## src/rtl/fir_pkg.sv

```systemverilog
// ---------------------------------------------------------------------------
// fir_pkg
// Shared types and constants for the serial-MAC FIR filter.
//   - fir_state_t : controller states (IDLE, MAC, HOLD)
//   - DEF_*       : default sample, coefficient and tap-count parameters
//   - acc_width() : accumulator width that can never overflow for a given
//                   sample width, coefficient width and tap count
// ---------------------------------------------------------------------------
package fir_pkg;

    localparam int DEF_DATA_W = 8;
    localparam int DEF_COEF_W = 8;
    localparam int DEF_TAPS   = 8;

    typedef enum logic [1:0] {
        IDLE,
        MAC,
        HOLD
    } fir_state_t;

    // Each product needs data_w+coef_w bits. Summing taps of them needs
    // clog2(taps) extra bits of headroom, so the sum can never wrap.
    function automatic int acc_width(input int data_w, input int coef_w, input int taps);
        return data_w + coef_w + $clog2(taps);
    endfunction

endpackage

```

## src/rtl/mult_tc.sv

```systemverilog
// ---------------------------------------------------------------------------
// mult_tc
// Combinational two's-complement multiplier.
// Ports:
//   a       in  a_width          signed multiplicand
//   b       in  b_width          signed multiplier
//   product out a_width+b_width  signed full-precision product
// ---------------------------------------------------------------------------
module mult_tc #(
    parameter int a_width = 8,
    parameter int b_width = 8
) (
    input  logic signed [a_width-1:0]         a,
    input  logic signed [b_width-1:0]         b,
    output logic signed [a_width+b_width-1:0] product
);

    // Both operands are signed, so the multiply is evaluated signed at the
    // full a_width+b_width result width and cannot lose any bits.
    assign product = a * b;

endmodule

```

## src/rtl/fir_serial_mac.sv

```systemverilog
// ---------------------------------------------------------------------------
// fir_serial_mac
// Time-multiplexed signed FIR filter. Each accepted sample is pushed into
// the delay line, then TAPS cycles of multiply-accumulate produce
// sum(c[k]*x[k]), with x[0] the newest sample. The result is held on a
// valid/ready output until the consumer takes it.
// Ports:
//   clk        in   1       clock, all state on rising edge
//   rst        in   1       synchronous active-high reset
//   in_valid   in   1       input sample present
//   in_ready   out  1       block can accept a sample (IDLE only)
//   in_data    in   DATA_W  signed input sample
//   coef_we    in   1       coefficient write strobe (any state)
//   coef_addr  in   IDX_W   coefficient index
//   coef_data  in   COEF_W  signed coefficient
//   out_valid  out  1       filtered sample present (HOLD)
//   out_ready  in   1       consumer accepts output
//   out_data   out  ACC_W   signed filtered sample
// ---------------------------------------------------------------------------
module fir_serial_mac
    import fir_pkg::*;
#(
    parameter  int DATA_W = DEF_DATA_W,
    parameter  int COEF_W = DEF_COEF_W,
    parameter  int TAPS   = DEF_TAPS,
    localparam int ACC_W  = acc_width(DATA_W, COEF_W, TAPS),
    localparam int IDX_W  = $clog2(TAPS)
) (
    input  logic                     clk,
    input  logic                     rst,
    input  logic                     in_valid,
    output logic                     in_ready,
    input  logic signed [DATA_W-1:0] in_data,
    input  logic                     coef_we,
    input  logic [IDX_W-1:0]         coef_addr,
    input  logic signed [COEF_W-1:0] coef_data,
    output logic                     out_valid,
    input  logic                     out_ready,
    output logic signed [ACC_W-1:0]  out_data
);

    localparam int                PROD_W   = DATA_W + COEF_W;
    localparam logic [IDX_W-1:0]  LAST_IDX = IDX_W'(TAPS - 1);

    fir_state_t state;
    fir_state_t next_state;

    logic [IDX_W-1:0]         idx;
    logic signed [ACC_W-1:0]  acc;
    logic signed [DATA_W-1:0] x [TAPS];
    logic signed [COEF_W-1:0] c [TAPS];

    logic signed [PROD_W-1:0] product;
    logic signed [ACC_W-1:0]  product_ext;

    // One sample/coefficient pair per cycle, selected by the MAC index.
    // Registers are read here, so a coefficient write landing in the same
    // cycle only takes effect from the next cycle onward.
    mult_tc #(
        .a_width(DATA_W),
        .b_width(COEF_W)
    ) u_mult (
        .a      (x[idx]),
        .b      (c[idx]),
        .product(product)
    );

    assign product_ext = {{(ACC_W - PROD_W){product[PROD_W-1]}}, product};

    // Controller state register; reset always returns to IDLE, which also
    // discards any sample that was mid-MAC or waiting in HOLD.
    always_ff @(posedge clk) begin
        if (rst) begin
            state <= IDLE;
        end else begin
            state <= next_state;
        end
    end

    // Next-state and handshake decode. The handshake outputs are also
    // gated by rst so that neither side sees a transfer while reset is held.
    always_comb begin
        next_state = state;
        in_ready   = 1'b0;
        out_valid  = 1'b0;
        out_data   = '0;
        case (state)
            IDLE: begin
                in_ready = !rst;
                if (in_valid) begin
                    next_state = MAC;
                end
            end
            MAC: begin
                if (idx == LAST_IDX) begin
                    next_state = HOLD;
                end
            end
            HOLD: begin
                out_valid = !rst;
                out_data  = rst ? '0 : acc;
                if (out_ready) begin
                    next_state = IDLE;
                end
            end
            default: begin
                next_state = IDLE;
            end
        endcase
    end

    // Datapath: coefficient bank writes, delay-line shift on sample accept,
    // and the accumulate step. The last tap's product is added on the same
    // edge that moves the controller into HOLD, so HOLD sees the full sum.
    always_ff @(posedge clk) begin
        if (rst) begin
            idx <= '0;
            acc <= '0;
            for (int k = 0; k < TAPS; k++) begin
                x[k] <= '0;
                c[k] <= '0;
            end
        end else begin
            if (coef_we) begin
                c[coef_addr] <= coef_data;
            end
            case (state)
                IDLE: begin
                    if (in_valid) begin
                        x[0] <= in_data;
                        for (int k = 1; k < TAPS; k++) begin
                            x[k] <= x[k-1];
                        end
                        acc <= '0;
                        idx <= '0;
                    end
                end
                MAC: begin
                    acc <= acc + product_ext;
                    idx <= (idx == LAST_IDX) ? '0 : idx + 1'b1;
                end
                default: begin
                end
            endcase
        end
    end

endmodule

```

## config.mk

```make
export PLATFORM = sky130hd
export DESIGN_NAME = fir_serial_mac
export DESIGN_NICKNAME = d
export VERILOG_FILES = /design/src/rtl/fir_pkg.sv /design/src/rtl/mult_tc.sv /design/src/rtl/fir_serial_mac.sv
export SDC_FILE = /design/constraint.sdc
export NUM_CORES = 1
export LEC_CHECK = 0
export ABC_CLOCK_PERIOD_IN_PS = 5700
export CORE_MARGIN = 2
export CORE_UTILIZATION = 56
export CTS_CLUSTER_DIAMETER = 150
export DETAILED_ROUTE_END_ITERATION = 10
export GPL_TIMING_DRIVEN = 1
export PLACE_DENSITY = 0.74
export SLEW_MARGIN = 10
export SYNTH_ARGS = -nofsm -noshare
export SYNTH_HDL_FRONTEND = slang
export SYNTH_SLANG_ARGS = --single-unit
export TNS_END_PERCENT = 20
```

## constraint.sdc

```tcl
create_clock -name clk -period 5.7 [get_ports clk]
set_input_delay 1.14 -clock clk [delete_from_list [all_inputs] [get_ports clk]]
set_output_delay 1.14 -clock clk [all_outputs]
set_load 0.05 [all_outputs]
```

Word-level counts from Yosys, hierarchy flattened:

Memory sizes are Yosys's and may differ from the RTL's. A register that Yosys moved wholly into a read port is not among the register bits.
Cells that the tools add are included.

* reductions and logical operators: 6
* multiplexer cells: 37
* eq/ne operators: 6
* multiply operators: 1
* $add $sub $neg: 2
* bitwise logic cells: 8

Operators with widths (number)
* 2-to-1 mux 8 bit: 9
* 2-to-1 mux 19 bit: 3
* one-hot mux 19 bit (2 select lines): 1
* 2-to-1 mux 3 bit: 7
* adder 19 x 16 -> 19 bit: 1
* multiplier 8 x 8 -> 16 bit: 1
* 2-to-1 mux 1 bit: 12
* OR 1 bit: 8
* OR reduction 8 bit: 1
* 2-to-1 mux 2 bit: 3
* inequality test 2 bit (second input constant): 3
* one-hot mux 2 bit (3 select lines): 1
* one-hot mux 3 bit (2 select lines): 1
* adder 3 x 1 -> 3 bit (second input constant): 1
* == test 3 bit (second input constant): 1
* AND reduction 3 bit: 1
* == test 2 x 1 -> 1 bit (second input constant): 1
* == test 2 bit (second input constant): 1
* logical NOT 2 bit: 1
* AND reduction 2 bit: 1
* nonzero test 2 bit: 1
* logical NOT 1 bit: 1

* memories: 2
* input bits: 24
* output and inout port bits: 21
* bits in registers: 24
* logic and storage cells: 65
* memory bits (writable): 128

Memory list
* c: words 8, bits a word 8, read ports 1, clocked after memory_dff 1, wr ports 8, line fir_serial_mac.sv:51 `logic signed [COEF_W-1:0] c [TAPS];`
* x: words 8, bits a word 8, read ports 8, clocked after memory_dff 1, wr ports 8, line fir_serial_mac.sv:50 `logic signed [DATA_W-1:0] x [TAPS];`

Depth between registers and ports, before layout:

* depth after elaboration: 5
* gate-level depth with buffers: 22
* mapped depth without buffers: 20

Cells and area by module:

A second synthesis with hierarchy kept.

* cells, all modules: 876
* area, all modules: 10291.1 um2

By module, submodules not included
* fir_serial_mac: cells each 592, area each 7778.7 um2, instances 1
* mult_tc: cells each 284, area each 2512.4 um2, instances 1

Worst setup path before layout:

OpenSTA, ideal clock, no wires.

* path kind: reg2reg
* start: register with a tool-made name
* end: register acc[16]
* arrival time: 5.991 ns
* cell stages (with the launch flop): 19
* slack: -0.408 ns
* buffers on the path: 1
* clock period less this slack: 6.108 ns
* path through: dfxtp_1 > buf_1 > mux4_2 > mux2_2 > nor2b_1 > inv_2 > fa_1 > inv_1 > fa_1 > fa_1 > fa_1 > fa_1 > ha_1 > o21a_1 > a21oi_2 > o21ai_1 > o31ai_1 > xnor2_1 > a22o_1

RTL lines
* end signal: assignment: line fir_serial_mac.sv:139 `acc <= acc + product_ext;`
* end: declaration: line fir_serial_mac.sv:49 `logic signed [ACC_W-1:0] acc;`

==> run_results.csv <==
group,metric,value,unit
run_status,status,"finished, violations left",
run_status,violations,"setup timing",
floorplanning,floorplan.initialDensity,57.2,%
clocking,tritoncts_buffers,17,
synthesis,syn-cell-area,0.0103,mm2
global_routing,remaining_global_route_overflow,0,
synthesis,postSynthAreaPerCell,12.5,um2
routing,detailroute.via_count,6626,
layout,synthToLayoutAreaGrowth,22.0,%
routing,detail_route.first_pass.iterations,5,
layout,design_area,0.0125,mm2
floorplanning,floorplan.die.width,139,um
synthesis,synthArstFlopShare,0,%
layout,post_route_insts_no_fill,1167,
synthesis,synthesis.instances,820,
clocking,clock_tree_buffer_depth,2,
global_routing,grt_antenna_before_repair,0,
clocking,clock_sink_count,155,
place,post-place-cells,1111,
global_routing,grt_pass1_wl,35.7,mm
timing,timing.slew.headroom,24.2,%
place,io_buffers,44,
critical_path,critPathTopFamily,"adder cells",
synthesis,synth.yosys.warnings,0,
critical_path,critical-path-top-cell-by-count,"sky130_fd_sc_hd__fa_1",
layout,drive_above_1_share,23.9,%
routing,wl,22.7,mm
routing,drc,0,
routing,ant_nets,0,
critical_path,cp_buf_inv_count,4,
power,static-leakage-power,0.00536,uW
critical_path,crit_slowest_cell,"sky130_fd_sc_hd__fa_1",
layout,diodes,0,
clocking,cts-htree-levels,4,
floorplanning,chipHeight,139,um
critical_path,critical_path.startpoint_type,"flop",
place,globalplace.congestion,0.932,
timing,timing.fmax,0.175,GHz
synthesis,synth_adder_area_share,22.0,%
floorplanning,top_level_ports,45,
synthesis,yosys.area_share.simple,15.3,%
critical_path,r2r_cells,18,
timing,finClkSkew,0.0247,ns
synthesis,seq_area_frac_synth,42.7,%
power,total_power,6050,uW
layout,fill_cells,1213,
timing,timing.final.crit_share,100,%
synthesis,yosysUniqueCellTypes,54,
timing,final.hold.worst_slack,0.540,ns
place,dp_hpwl,15.7,mm
routing,routed_wire_length_per_instance,19.4,um
critical_path,critical_path.max_fanout,8,
synthesis,ys_dominant_reg_cell,"sky130_fd_sc_hd__edfxtp_1",
critical_path,cp_data_arrival_time,6.07,ns
hold_path,hold-path-cell-count,1,
synthesis,synth-xor-area-share,1.36,%
routing,detailedRoute.firstIterationViolations,494,
clocking,postCtsHoldBufs,0,
place,pre_cts_ws,-0.101,ns
synthesis,synth_enable_flop_cells,128,
timing,timing_max_transition_violations_final,0,
global_routing,grt_pass1_vias,6894,
floorplanning,area_of_the_core_region,0.0180,mm2
timing,setup_violations,1,
timing,rsz_0062_raised_after_global_routing,"yes",
job,drv_cap,0,
clocking,clk_latency,0.44,ns
timing,finalWorstSetupSlack,-0.0244,ns
power,peakVddDrop,534,uV
global_routing,grtUsageTotal,23.6,%
clocking,cts_tree,"yes",
critical_path,r2r_slack,-0.02,ns
synthesis,synth-compound-area-share,4.33,%
clocking,cts.root.buffer_cell,"sky130_fd_sc_hd__clkbuf_16",
critical_path,data_required_time_of_the_critical_path,6.04,ns
place,dpl_cell_area,0.0115,mm2
hold_path,timing.hold.worst.class,"reg -> reg",
synthesis,synthesis.nets,974,
critical_path,worstSetupPathDepth,18,
synthesis,yosys_register_bits,155,
floorplanning,die_area,0.0195,mm2
synthesis,synth_top_family_by_area,"adder cells",
critical_path,timing.critical_path.cells,"buf_12 -> mux4_2 -> mux2i_4 -> buf_6 -> nor2b_4 -> buf_4 -> fa_1 -> fa_2 -> fa_1 -> fa_1 -> ha_1 -> ha_4 -> o21a_1 -> o211ai_1 -> buf_4 -> nor3_2 -> or3_1 -> a32o_1",
critical_path,critical_path_class,"reg -> reg",
timing,worst-slew-pin-transition,1.13,ns
layout,finish.net_count,1079,
global_routing,largest_net_degree_at_the_start_of_global_routing,49,
routing,route.detailed.vias_per_inst,5.68,
clocking,clk_pin_slew_worst_paths,0.08,ns
timing,final_hold_violations,0,
critical_path,end_kind,"flop",
synthesis,post_synth_mux_area_share,9.41,%
floorplanning,placementRows,49,
power,powerDensity,482,mW/mm2
critical_path,slowest_delay,0.57,ns
timing,finalWorstPathRequiredPeriod,5.72,ns
-- Yosys cell counts, types with 7 or more instances --
cell type,instances,area (um2)
sky130_fd_sc_hd__edfxtp_1,128,3840
sky130_fd_sc_hd__and2_1,86,538
sky130_fd_sc_hd__inv_1,95,357
sky130_fd_sc_hd__clkbuf_1,21,78.8
sky130_fd_sc_hd__or2_2,8,50.1
sky130_fd_sc_hd__dfxtp_1,27,541
sky130_fd_sc_hd__nand2b_1,13,81.3
sky130_fd_sc_hd__xnor2_1,11,96.3
sky130_fd_sc_hd__nor2b_1,32,200
sky130_fd_sc_hd__nor2_1,53,199
sky130_fd_sc_hd__and3_1,48,300
sky130_fd_sc_hd__ha_1,46,576
sky130_fd_sc_hd__mux2i_2,11,151
sky130_fd_sc_hd__nor3_1,7,35.0
sky130_fd_sc_hd__a22oi_1,13,97.6
sky130_fd_sc_hd__mux4_2,32,721
sky130_fd_sc_hd__fa_1,84,1680
sky130_fd_sc_hd__a21oi_1,7,35.0
sky130_fd_sc_hd__nand2_1,14,52.6
-- worst reg2reg max path: stages, from the launching register on --
cell,delay (ns)
sky130_fd_sc_hd__dfxtp_4,0.44
sky130_fd_sc_hd__buf_12,0.16
sky130_fd_sc_hd__mux4_2,0.54
sky130_fd_sc_hd__mux2i_4,0.25
sky130_fd_sc_hd__buf_6,0.19
sky130_fd_sc_hd__nor2b_4,0.09
sky130_fd_sc_hd__buf_4,0.17
sky130_fd_sc_hd__fa_1,0.54
sky130_fd_sc_hd__fa_2,0.46
sky130_fd_sc_hd__fa_1,0.57
sky130_fd_sc_hd__fa_1,0.41
sky130_fd_sc_hd__ha_1,0.32
sky130_fd_sc_hd__ha_4,0.24
sky130_fd_sc_hd__o21a_1,0.20
sky130_fd_sc_hd__o211ai_1,0.26
sky130_fd_sc_hd__buf_4,0.19
sky130_fd_sc_hd__nor3_2,0.05
sky130_fd_sc_hd__or3_1,0.30
sky130_fd_sc_hd__a32o_1,0.25
-- area by class of cell --
class | instances | area [um2] | share of cell area (%)
multi-input cells | 537 | 5670 | 45.2
flip-flops and latches | 155 | 4390 | 35.0
repair buffers | 116 | 1270 | 10.2
clock buffers | 18 | 429 | 3.42
inverters | 98 | 368 | 2.93
well taps | 229 | 287 | 2.29
clock inverters | 14 | 124 | 0.988
-- cell families (layout without fill, tap and decap cells) --
| logic type | after synthesis | after routing |
|---|---|---|
| adders and majority gates | 130 | 130 |
| DFF | 155 | 155 |
| buffers and inverters | 129 | 246 |
| muxes | 52 | 52 |
| xor gates and xnor gates | 16 | 16 |
| and+or+nand+nor | 278 | 279 |
| AOI/OAI and AO/OA | 60 | 60 |
-- layout by cell type (no fill, tap or decap), drive strengths merged, types with 5 or more instances in the layout --
cell type,count
a22o,6
clkbuf,19
fa,84
edfxtp,128
clkdlybuf4s50,23
ha,46
dfxtp,27
clkinvlp,5
or2,12
a22oi,13
a21o,5
nor3,7
mux2i,16
xnor2,11
inv,107
and3,48
o21ai,7
and2,86
nand2,14
nor2b,33
nor2,53
nand2b,14
a21oi,8
mux4,32
buf,92
xor2,5
-- path summary, 6_finish.rpt --
path,start,to
worst max-delay path,flop,acc[18]
worst min-delay path,acc[18],acc[18]
worst max register to register,flop,acc[18]
worst min register to register,acc[18],acc[18]
-- report_power, final --
part | switching (uW) | internal, uW | leakage, uW
sequential | 59.9 | 1330 | 0.00153
combinational | 1820 | 1740 | 0.00358
clock | 526 | 574 | 0.000257
-- sequential cells by signal, indices dropped and copies added, names as in the netlist, named ones only --
| register | count |
|---|---|
| idx | 3 |
| state | 2 |
| c | 64 |
| acc | 19 |
| x | 64 |
-- what timing repair did --
action                                  in CTS  in global routing
endpoints found under the hold margin        0                  0
gates resized for setup                     13                 34
setup buffers                                7                 13
endpoints found under the setup margin       4                 10
cloned                                       2                  2
pin swaps                                   12                 19
-- per-layer routing --
metal	track usage, %	vias up	part of all wire (%)
met2	39.8	179	51
met4	6.06	0	1.8
met3	4.44	30	4.3
met5	0	-	0
met1	32.1	3385	43
li1	-	3032	-
-- metrics by stage --
step | setup TNS, ns | util, %
after floorplan | 0 | -
after global placement | -0.0885 | 64.1
after detailed placement | -0.219 | 64.1
after CTS | -0.00353 | 68.0
after global routing | -0.815 | 69.8
final | -0.0244 | 69.8
(Power assumes the default switching activity.)
